File: src/rtl/fpu_issue_sequencer.sv
// EX-stage sequencer for multi-cycle FP operations: stalls the pipeline for the
// operation's fixed latency, strobes the FPU start and emits one writeback strobe.
module fpu_issue_sequencer #(
  parameter int LAT_ADDSUB = 2,
  parameter int LAT_MUL    = 3,
  parameter int LAT_DIV    = 16,
  parameter int LAT_SQRT   = 16,
  parameter int LAT_MISC   = 1
) (
  input  logic       clk,
  input  logic       reset,
  input  logic       issue_valid,
  input  logic [3:0] op_code,
  input  logic [4:0] rd,
  input  logic       float_wr,
  input  logic       int_wr,
  input  logic       flush,
  output logic       stall,
  output logic       fpu_start,
  output logic [3:0] fpu_op,
  output logic       busy,
  output logic       wb_valid,
  output logic [4:0] wb_rd,
  output logic       wb_float,
  output logic       wb_int,
  output logic       op_err
);

  localparam logic [1:0] IDLE = 2'd0;
  localparam logic [1:0] EXEC = 2'd1;
  localparam logic [1:0] DONE = 2'd2;

  localparam logic [4:0] LAT_ADDSUB_W = 5'(LAT_ADDSUB);
  localparam logic [4:0] LAT_MUL_W    = 5'(LAT_MUL);
  localparam logic [4:0] LAT_DIV_W    = 5'(LAT_DIV);
  localparam logic [4:0] LAT_SQRT_W   = 5'(LAT_SQRT);
  localparam logic [4:0] LAT_MISC_W   = 5'(LAT_MISC);

  logic [1:0] state_q, state_d;
  logic [4:0] cnt_q, cnt_d;
  logic       fpu_start_q, fpu_start_d;
  logic [3:0] fpu_op_q, fpu_op_d;
  logic       wb_valid_q, wb_valid_d;
  logic [4:0] wb_rd_q, wb_rd_d;
  logic       wb_float_q, wb_float_d;
  logic       wb_int_q, wb_int_d;
  logic       op_err_q, op_err_d;
  logic       err_q, err_d;

  logic [4:0] lat_sel;
  logic       illegal;

  always_comb begin
    lat_sel = LAT_MISC_W;
    illegal = 1'b0;
    case (op_code)
      4'd0, 4'd1: lat_sel = LAT_ADDSUB_W;
      4'd2:       lat_sel = LAT_MUL_W;
      4'd3:       lat_sel = LAT_DIV_W;
      4'd6:       lat_sel = LAT_SQRT_W;
      4'd4, 4'd5, 4'd7, 4'd8, 4'd9: lat_sel = LAT_MISC_W;
      default: begin
        lat_sel = LAT_MISC_W;
        illegal = 1'b1;
      end
    endcase
  end

  always_comb begin
    state_d     = state_q;
    cnt_d       = cnt_q;
    fpu_start_d = 1'b0;
    fpu_op_d    = fpu_op_q;
    wb_valid_d  = 1'b0;
    wb_rd_d     = wb_rd_q;
    wb_float_d  = wb_float_q;
    wb_int_d    = wb_int_q;
    op_err_d    = 1'b0;
    err_d       = err_q;

    // Flush beats any issue or completion; latched operands are left alone.
    if (flush) begin
      state_d = IDLE;
    end else begin
      case (state_q)
        IDLE: begin
          if (issue_valid) begin
            fpu_op_d    = op_code;
            wb_rd_d     = rd;
            wb_float_d  = float_wr;
            wb_int_d    = int_wr;
            err_d       = illegal;
            cnt_d       = lat_sel - 5'd1;
            fpu_start_d = 1'b1;
            state_d     = EXEC;
          end
        end
        EXEC: begin
          if (cnt_q == 5'd0) begin
            state_d    = DONE;
            wb_valid_d = ~err_q;
            op_err_d   = err_q;
          end else begin
            cnt_d = cnt_q - 5'd1;
          end
        end
        DONE: state_d = IDLE;
        default: state_d = IDLE;
      endcase
    end
  end

  always_ff @(posedge clk) begin
    if (reset) begin
      state_q     <= IDLE;
      cnt_q       <= 5'd0;
      fpu_start_q <= 1'b0;
      fpu_op_q    <= 4'd0;
      wb_valid_q  <= 1'b0;
      wb_rd_q     <= 5'd0;
      wb_float_q  <= 1'b0;
      wb_int_q    <= 1'b0;
      op_err_q    <= 1'b0;
      err_q       <= 1'b0;
    end else begin
      state_q     <= state_d;
      cnt_q       <= cnt_d;
      fpu_start_q <= fpu_start_d;
      fpu_op_q    <= fpu_op_d;
      wb_valid_q  <= wb_valid_d;
      wb_rd_q     <= wb_rd_d;
      wb_float_q  <= wb_float_d;
      wb_int_q    <= wb_int_d;
      op_err_q    <= op_err_d;
      err_q       <= err_d;
    end
  end

  // stall stays combinational so the accept cycle itself is frozen.
  assign stall     = ((state_q == IDLE) & issue_valid) | (state_q == EXEC);
  assign busy      = (state_q != IDLE);
  assign fpu_start = fpu_start_q;
  assign fpu_op    = fpu_op_q;
  assign wb_valid  = wb_valid_q;
  assign wb_rd     = wb_rd_q;
  assign wb_float  = wb_float_q & wb_valid_q;
  assign wb_int    = wb_int_q & wb_valid_q;
  assign op_err    = op_err_q;

endmodule

File: config.mk
export PLATFORM = sky130hd
export DESIGN_NAME = fpu_issue_sequencer
export DESIGN_NICKNAME = d
export VERILOG_FILES = /design/src/rtl/fpu_issue_sequencer.sv
export SDC_FILE = /design/constraint.sdc
export NUM_CORES = 1
export LEC_CHECK = 0
export ABC_AREA = 1
export CAP_MARGIN = 20
export CORE_MARGIN = 10
export CORE_UTILIZATION = 45
export DETAILED_ROUTE_END_ITERATION = 8
export PLACE_DENSITY_LB_ADDON = 0.12
export SKIP_LAST_GASP = 1
export SLEW_MARGIN = 20
export SYNTH_ARGS = -nofsm -noshare
export SYNTH_HDL_FRONTEND = slang
export SYNTH_SLANG_ARGS = --single-unit
File: constraint.sdc
create_clock -name clk -period 1.6 [get_ports clk]
set_input_delay 0.32 -clock clk [delete_from_list [all_inputs] [get_ports clk]]
set_output_delay 0.32 -clock clk [all_outputs]
set_load 0.1 [all_outputs]
# --- Word-level counts from Yosys, hierarchy flattened ---
# Cells that the tools add are included.
# Widths: inputs -> output; s select.
totals:
  register_bits: 22
  in_bits: 15
  out_inout_bits: 16
classes:
  addsub: 2
  eq_ne: 13
  muxes: 9
  bitwise: 9
  n_reduce_logical: 14
ops:
  columns: ["op", "n"]
  rows:
  - ["$eq 4x3->1 const B", 4]
  - ["$pmux 5 s3", 1]
  - ["$mux 5", 2]
  - ["$pmux 5 s2", 1]
  - ["$reduce_or 10->1", 1]
  - ["$sub 5x1->5 const B", 2]
  - ["$eq 4x2->1 const B", 2]
  - ["$eq 4x4->1 const B", 2]
  - ["$ne 2x2->1 const B", 3]
  - ["$reduce_or 2->1", 3]
  - ["$logic_not 5->1", 1]
  - ["$not 1->1", 5]
  - ["$eq 4x1->1 const B", 1]
  - ["$logic_not 4->1", 1]
  - ["$mux 2", 2]
  - ["$pmux 2 s2", 1]
  - ["$reduce_and 4->1", 1]
  - ["$reduce_bool 2->1", 2]
  - ["$reduce_or 4->1", 1]
  - ["$and 1x1->1", 3]
  - ["$reduce_and 3->1", 1]
  - ["$reduce_or 3->1", 1]
  - ["$eq 2x1->1 const B", 1]
  - ["$logic_not 2->1", 1]
  - ["other kinds (3)", 4]

# --- Longest topological paths before layout ---
# Gate-level depths: netlist of run 1.
logic_depth:
  word_depth: 6
  depth_mapped: 11
  mapped_depth_nobuf: 11

# --- Worst setup path before layout of run 1 ---
# No wires, ideal clock.
synth_path:
  kind: "reg-to-output"
  startpoint: "reg wb_valid_q (netlist: wb_valid)"
  endpoint: "out wb_float"
  t_arrival_ps: 1675
  t_required_ps: 1280
  setup_slack_ps: -395
  stages_incl_launch_ff: 3
  path_buffers: 0
  path_cell_list: "dfxtp_1 > nand2_1 > inv_1"
synth_via:
  elab_chain_cells: 1
synth_lines:
  columns: ["element", "line", "text"]
  rows:
  - ["from (decl)", "43", "logic wb_valid_q, wb_valid_d;"]
  - ["from (signal assigned)", "130", "wb_valid_q <= wb_valid_d;"]
  - ["$and 1x1->1", "146", "assign wb_float = wb_float_q & wb_valid_q;"]
  - ["to (decl)", "24", "output logic wb_float,"]
# Every way passes these cells.

# --- Worst setup path in the final report of run 1 ---
layout_path:
  startpoint: "reg state_q[0]"
  endpoint: "out stall"
layout_via:
  elab_chain_cells: 3
  word_cells_on_any_way: 4
  classes_between: "eq/ne (1); bitwise (2); reduce/logical (1)"
layout_lines:
  columns: ["element", "line", "text"]
  rows:
  - ["from (decl)", "39", "logic [1:0] state_q, state_d;"]
  - ["from (signal assigned)", "126", "state_q <= state_d;"]
  - ["$logic_not 2->1", "140", "assign stall = ((state_q == IDLE) & issue_valid) | (state_q == EXEC);"]
  - ["$and 1x1->1", "140", null]
  - ["$or 1x1->1 (*)", "140", null]
  - ["to (decl)", "18", "output logic stall,"]
# Mark *: on every way between the ends. The rest lies on a longest branch, timed or not.

==> qor.yml, run 1 <==
global_route:
  grt_max_degree: 12
  grtUsageTotal: 0.136
  gr-total-overflow: 0
  grt_pass1_vias: 1128
  antenna_found_initial: 0
  grt_pass1_wl_mm: 5.05
route:
  first_pass_iters: 4
  drc: 0
  vias: 1114
  drt-initial-drc-count: 60
  vias_per_cell: 5.11
  wirelength_mm: 2.97
  wl_per_cell_um: 13.6
  ant_nets: 0
floorplan:
  initial_core_util: 0.476
  die_height_um: 68.6
  row_count: 17
  die_area_sq_um: 4710
  die_w_um: 68.6
  core_area_sq_um: 2230
  ios: 31
final_layout:
  seqCellArea_sq_um: 449
  n_antenna_cell: 0
  area_growth_syn_to_layout_pct: 57.2
  nNetsFinal: 208
  final_util: 0.748
  fillers: 170
  multiInputGateArea_sq_um: 552
  final_cells: 218
  drive_gt1_frac: 0.253
pwr:
  cellPowerDensity_nw_per_um2: 747
  p_leak_nw: 0.725
  ir_drop_v: 0.000485
yosys:
  syn-num-nets: 169
  synthesis.area_sq_um: 1060
  async_flop_share: 0
  post-synth-top-area-cell: "dfxtp_1"
  yosysUniqueCellTypes: 21
  yosysSeqAreaShare: 0.414
  syn_avg_cell_area_sq_um: 6.95
  synth_top_area_frac: 0.414
  synth_enable_flop_cells: 0
  ys.warnings.count: 0
  synth.area.top_cells: "dfxtp_1 41%, nand2_1 13%, nand3_1 8.0%"
  synth_seq_cells: 22
  ys_top_cells_by_count: "36 x nand2_1, 22 x dfxtp_1, 20 x nor2_1"
  synth_cells: 153
  yosysMostFrequentCell: "nand2_1"
  synth_flop_cell: "dfxtp_1"
worst_setup_path:
  crit_buf_inv: 1
  cp_top_family: "flip-flops"
  critPathSlowestCell: "dfxtp_4"
  endpoint_kind: "output pin"
  startpoint_type: "flip-flop"
  crit_required_ns: 1.28
  worstPathCellList: "nor2_4 > nand2_1 > nand2_2 > buf_12"
  crit_type: "flip-flop to output pin"
  arrival_ns: 1.18
  critPathMaxFanout: 4
  cpPeakStageDelay_ns: 0.38
run_status:
  status: "complete, no violations"
cts:
  cts_tree: "built"
  insertion_delay_ns: 0.30
  root_buffer: "clkbuf_4"
  cts_buffers: 3
  htree_levels: 1
  clkTransAtPathRegs_ns: 0.11
  ctsLongestPathBuffers: 2
  clock-sinks: 22
  postCtsHoldBufs: 0
placed_design:
  dp_hpwl_mm: 2.29
  place_congestion: 0.868
  port_buffers: 30
  dp_cells: 215
timing:
  slew-limit-headroom: 0.813
  rsz0062_at_grt: "yes"
  final-setup-viol-count: 0
  worst_pin_slew_ns: 0.280
  tns_ns: 0
  period_needed_ns: 1.50
  report.final.hold_viol_count: 0
  finalClockSkew_ns: 0.00288
  period_share: 0.940
  final_max_slew_viol_count: 0
  fmaxAchievable_mhz: 665
run:
  cap_violations: 0
hold_path:
  hp-class: "input pin to flip-flop"
-- metrics by stage --
| step | hold WS [ns] | setup WS, ns | instance area (sq um) | power, W |
|---|---|---|---|---|
| global placement | 0.436 | -0.277 | 1610 | 0.000999 |
| detailed placement | 0.440 | -0.379 | 1610 | 0.00101 |
| global route | 0.408 | -0.0189 | 1670 | 0.00132 |
| floorplan | 0.406 | 0.0310 | 1070 | 0.000845 |
| CTS | 0.465 | -0.0112 | 1640 | 0.00126 |
| finish | 0.390 | 0.0952 | 1670 | 0.00125 |
-- per-layer routing --
layer | GRT usage | part of all wire | vias up
li1 | - | - | 562
met1 | 0.143 | 0.39 | 517
met2 | 0.244 | 0.51 | 28
met3 | 0.0386 | 0.075 | 7
met4 | 0.0628 | 0.020 | 0
met5 | 0 | 0 | -
-- registers in the layout, summed over array words and instances, names as in the netlist --
name        cells
state_q         2
fpu_start       1
wb_valid        1
wb_int_q        1
wb_float_q      1
fpu_op          4
wb_rd           5
err_q           1
cnt_q           5
op_err          1
-- path summary, 6_finish.rpt --
path,from,to,slack (ns),cells past startpoint
hold / removal,op_code[2],fpu_op[2],0.39,3
setup / recovery,state_q[0],stall,0.1,4
hold reg to reg,err_q,wb_valid,0.46,1
setup reg to reg,state_q[0],cnt_q[4],0.14,11
-- layout by cell type, fill, tap and decap left out --
cell	instances
nand2_2	1
a21oi_1	16
o21ai_4	1
inv_1	13
o21ai_0	5
nor2_8	1
nor2_4	2
clkdlybuf4s50_1	10
xnor2_1	1
nand3_2	2
nand2_1	35
dfxtp_2	1
a21boi_0	1
dfxtp_1	19
clkinvlp_4	2
o211ai_1	2
inv_2	4
nand3_1	15
dlygate4sd2_1	1
or2_0	1
buf_12	16
nand2_4	1
nand3b_1	1
nor2_2	2
clkbuf_4	3
nor2_1	19
dfxtp_4	2
dlymetal6s2s_1	3
buf_4	9
ha_2	1
-- cell type report --
cell class	count	share of cell area
inverters	19	0.0472
repair buffers	39	0.320
well taps	28	0.0210
clock buffers	3	0.0135
multi-input cells	107	0.330
flip-flops and latches	22	0.269
-- logic make-up after synthesis --
| group | count (synthesis) | share of synthesized area |
|---|---|---|
| and+or+nand+nor | 80 | 0.342 |
| AOI/OAI and AO/OA | 25 | 0.135 |
| buffers and inverters | 24 | 0.0882 |
| DFF | 22 | 0.414 |
| xor gates and xnor gates | 1 | 0.00824 |
| adders and majority gates | 1 | 0.0118 |
-- where the power goes --
part	internal (W)	leakage [nW]	switching, W	total, W
Combinational	0.000159	0.530	0.000244	0.000403
Sequential	0.000572	0.182	0.0000249	0.000597
Clock	0.0000880	0.0138	0.000160	0.000248
Total	0.000819	0.725	0.000429	0.00125
-- worst reg2reg max path, stage by stage (launching register included) --
cell and delay (ns):
dfxtp_4 0.40, inv_2 0.05, nor2_4 0.12, nor2_1 0.06
nand2_1 0.07, nand3_2 0.08, ha_2 0.20, o211ai_1 0.11
nand3_1 0.11, nand2_1 0.07, nor2_1 0.04, nor2_1 0.09
-- what timing repair did --
item	4_1_cts	5_1_grt
endpoints found under the hold margin	0	0
pin swaps	0	2
setup endpoints to repair	3	3
resized for setup	2	13
buffers inserted	0	0
Note: power is estimated with default switching activity, not from simulation.
==> inputs of run 2 (changes only) <==
- SKIP_LAST_GASP: 1 -> unset
==> run 2 against run 1 <==
Compared with the run above:
- core utilization unchanged
- worst hold slack about the same
- wire length is 0.17% higher
- worst setup slack got worse by 0.0015 ns
- clock power hardly changed
- largest power group unchanged
- global-route usage is 0.26 points higher
- sequential power about the same
- highest routed layer unchanged
==> qor.yml, run 2 (synthesized netlist as in run 1, its figures left out) <==
final_layout:
  seqCellArea_sq_um: 449
  final_common_cell: "nand2_1"
  fillers: 168
  nNetsFinal: 208
  n_antenna_cell: 0
  design_area_sq_um: 1670
  drive_gt1_frac: 0.253
  area_growth_syn_to_layout_pct: 57.2
  multiInputGateArea_sq_um: 552
  final_util: 0.748
  final_cell_mix: "35 x nand2_1, 19 x nor2_1, 19 x dfxtp_1"
worst_setup_path:
  cpPeakStageDelay_ns: 0.39
  startpoint: "state_q[0]"
  worst_r2r_startpoint: "state_q[0]"
  worstPathCellList: "nor2_4 > nand2_1 > nand2_2 > buf_12"
  critPathSlowestCell: "dfxtp_4"
  critPathMaxFanout: 4
  reg2reg_to: "cnt_q[4]"
  reg2reg_depth: 11
  arrival_ns: 1.19
  crit_type: "flip-flop to output pin"
  r2r_slack_ns: 0.14
  crit_required_ns: 1.28
  endpoint_kind: "output pin"
  cp-endpoint: "stall"
  startpoint_type: "flip-flop"
route:
  wl_per_cell_um: 13.7
  vias_per_cell: 5.12
  first_pass_iters: 4
  drc: 0
  drt-initial-drc-count: 53
  wirelength_mm: 2.98
  vias: 1116
  ant_nets: 0
floorplan:
  die_height_um: 68.6
  ios: 31
  core_area_sq_um: 2230
  die_area_sq_um: 4710
  die_w_um: 68.6
  initial_core_util: 0.476
  row_count: 17
timing:
  rsz0062_at_grt: "yes"
  final_max_slew_viol_count: 0
  finalClockSkew_ns: 0.00228
  period_needed_ns: 1.51
  fin_ws_ns: 0.0938
  final-setup-viol-count: 0
  period_share: 0.941
  slew-limit-headroom: 0.813
  worst_pin_slew_ns: 0.280
  report.final.hold_viol_count: 0
  tns_ns: 0
  fmaxAchievable_mhz: 664
global_route:
  grt_pass1_vias: 1146
  grt_max_degree: 12
  grtUsageTotal: 0.139
  grt_pass1_wl_mm: 5.15
  gr-total-overflow: 0
  antenna_found_initial: 0
placed_design:
  port_buffers: 30
  dp_hpwl_mm: 2.29
  dpl_cell_area_sq_um: 1610
  place_congestion: 0.868
  pre_cts_ws_ns: -0.379
pwr:
  total_power_w: 0.00125
  ir_drop_v: 0.000485
  p_leak_nw: 0.725
  cellPowerDensity_nw_per_um2: 747
cts:
  htree_levels: 1
  clock-sinks: 22
  post_cts_buffers: 0
  insertion_delay_ns: 0.30
  root_buffer: "clkbuf_4"
  cts_tree: "built"
  cts_buffers: 3
  ctsLongestPathBuffers: 2
  postCtsHoldBufs: 0
  clkTransAtPathRegs_ns: 0.11
hold_path:
  hp-class: "input pin to flip-flop"
  min_path_cells: 3
run_status:
  status: "complete, no violations"
run:
  cap_violations: 0
## run 2: layer usage
| layer | track usage | part of all wire |
|---|---|---|
| met5 | 0 | 0 |
| met2 | 0.248 | 0.51 |
| met1 | 0.146 | 0.39 |
| met4 | 0.0678 | 0.022 |
| met3 | 0.0386 | 0.075 |
## run 2: how the worst min path moves through the flow
stage | end | from
final | fpu_op[2] | op_code[2]
after global routing | fpu_op[2] | op_code[2]
after CTS | wb_valid | err_q
after detailed placement | wb_valid | err_q
after global placement | wb_valid | err_q
after floorplan | wb_valid | err_q
## run 2: what timing repair did
action                     in CTS  in global routing
setup endpoints to repair       3                  3
gates resized for setup         5                 10
pin swaps                       0                  2
## run 2: area by class of cell
cell class,count,area share
timing repair buffer,39,0.320
inverter,19,0.0472
multi-input combinational,107,0.330
clock buffer,3,0.0135
sequential,22,0.269
tap,28,0.0210
## run 2: worst max-delay path: cells and delay by family, from the launching register on
kind          cells  cell delay (ns)
simple gates      3             0.33
buf+inv           1             0.17
flops             1             0.39
## run 2: power breakdown
part	total, W	switching, W	internal [W]
Sequential	0.000597	0.0000249	0.000572
Combinational	0.000403	0.000244	0.000159
Clock	0.000249	0.000161	0.0000880
Total	0.00125	0.000430	0.000819
## run 2: stage by stage
step	instances	hold slack [ns]
3_5_place_dp	215	0.440
3_3_place_gp	215	0.436
4_1_cts	218	0.465
5_1_grt	218	0.408
2_1_floorplan	153	0.406
6_report	218	0.390
==> inputs of run 3 (changes only) <==
- GPL_TIMING_DRIVEN: unset -> 0
==> run 3 against run 2 <==
Compared with the run above:
- wire length decreased by 7.9%
- critical endpoint is now cnt_q[4]
- cell count decreased by 0.92%
- total power increased by 10%
- core utilization decreased by 6.2 points
- combinational power decreased by 8.7%
- global-route usage decreased by 1.8 points
- non-clock buffer count decreased by 3
- final area decreased by 8.2%
- die area unchanged
- register-to-register slack got worse by 0.10 ns
- highest routed layer unchanged
==> qor.yml, run 3 (synthesized netlist as in run 1, its figures left out) <==
floorplan:
  row_count: 17
  initial_core_util: 0.476
  core_area_sq_um: 2230
  die_w_um: 68.6
  ios: 31
  die_height_um: 68.6
  die_area_sq_um: 4710
route:
  vias: 1072
  drt-initial-drc-count: 70
  wl_met3_um: 199
  wirelength_mm: 2.74
  met2_length_mm: 1.36
  first_pass_iters: 4
  top_layer: "met4"
  vias_per_cell: 4.96
  wl_per_cell_um: 12.7
  drc: 0
  m1WireLength_mm: 1.13
  ant_nets: 0
hold_path:
  hp-class: "input pin to flip-flop"
global_route:
  grtUsageTotal: 0.121
  antenna_found_initial: 0
  grt_pass1_vias: 1055
  grt_max_degree: 14
  gr-total-overflow: 0
  grt_pass1_wl_mm: 4.53
cts:
  insertion_delay_ns: 0.31
  ctsLongestPathBuffers: 2
  clock-sinks: 22
  cts_tree: "built"
  htree_levels: 1
  cts_buffers: 3
  clkTransAtPathRegs_ns: 0.13
  root_buffer: "clkbuf_4"
final_layout:
  drive_gt1_frac: 0.255
  final_cell_mix: "35 x nand2_1, 19 x dfxtp_1, 17 x nor2_1"
  multiInputGateArea_sq_um: 571
  final_util: 0.687
  area_growth_syn_to_layout_pct: 44.2
  n_antenna_cell: 0
  fillers: 191
  final_common_cell: "nand2_1"
  nNetsFinal: 205
  seqCellArea_sq_um: 449
  design_area_sq_um: 1530
  final_cells: 216
timing:
  fmaxAchievable_mhz: 639
  slew-limit-headroom: 0.634
  whs_ns: 0.362
  finalClockSkew_ns: 0.0163
  period_share: 0.978
  period_needed_ns: 1.56
  final-setup-viol-count: 0
  worst_pin_slew_ns: 0.552
  final_max_slew_viol_count: 0
  report.final.hold_viol_count: 0
  rsz0062_at_grt: "yes"
pwr:
  internal_power_w: 0.000948
  cellPowerDensity_nw_per_um2: 898
  p_comb_frac: 0.267
  power_frac_clock: 0.305
  switchingPower_w: 0.000430
  swShare: 0.312
  ir_drop_v: 0.000557
  p_leak_nw: 0.656
  seqPwrFrac: 0.428
placed_design:
  dp_cells: 210
  port_buffers: 29
  place_congestion: 0.871
  dpl_cell_area_sq_um: 1400
  dp_hpwl_mm: 2.17
worst_setup_path:
  crit_type: "flip-flop to flip-flop"
  crit_required_ns: 1.80
  endpoint_kind: "flip-flop"
  startpoint_type: "flip-flop"
  arrival_ns: 1.77
  critPathMaxFanout: 5
run_status:
  status: "complete, no violations"
run:
  cap_violations: 0
-- run 3: worst max-delay path, stage by stage, from the launching register on --
cell,delay [ns]
dfxtp_4,0.40
inv_2,0.05
nor2_4,0.14
nor2_1,0.07
nand2_1,0.07
nand3_2,0.10
ha_4,0.18
o211ai_1,0.12
buf_4,0.15
a21oi_2,0.03
nor2_2,0.10
nor2_2,0.04
-- run 3: area by class of cell --
class	instances	share of cell area
plain buffers	5	0.0147
clock buffers	3	0.0147
clock inverters	1	0.0196
inverters	19	0.0514
multi-input cells	107	0.372
flip-flops and latches	22	0.293
well taps	28	0.0228
repair buffers	31	0.212
-- run 3: timing repair --
item,CTS,global route
hold buffers,0,0
hold endpoints to repair,0,0
buffers inserted,0,2
setup endpoints to repair,17,4
pin swaps,0,8
gates resized for setup,66,16
cloned,0,0
-- run 3: metrics by stage --
step / setup TNS (ns) / power, W / setup slack (ns)
final: 0 / 0.00138 / 0.0352
after global routing: -0.0676 / 0.00144 / -0.0676
after CTS: 0 / 0.00137 / 0.00368
after detailed placement: -5.88 / 0.000945 / -0.888
after global placement: -5.67 / 0.000939 / -0.881
after floorplan: 0 / 0.000845 / 0.0310
-- run 3: routing by layer --
layer / vias to the layer above / GRT usage
li1: 557 / -
met4: 0 / 0.0603
met1: 486 / 0.133
met2: 23 / 0.214
met3: 6 / 0.0258
met5: - / 0
-- run 3: worst paths after layout --
| path | slack [ns] | from | end | cells after the start |
|---|---|---|---|---|
| hold / removal | 0.36 | op_code[2] | fpu_op[2] | 3 |
| setup / recovery | 0.04 | state_q[0] | cnt_q[4] | 11 |
| hold reg to reg | 0.46 | err_q | wb_valid | 1 |
| setup reg to reg | 0.04 | state_q[0] | cnt_q[4] | 11 |
-- run 3: power groups by stage --
stage	registers (W)	clock network (W)	logic, W
final	0.000589	0.000420	0.000368
after floorplan	0.000688	0	0.000156
after global routing	0.000593	0.000446	0.000399
after detailed placement	0.000603	0	0.000343
after CTS	0.000591	0.000434	0.000343
after global placement	0.000602	0	0.000337
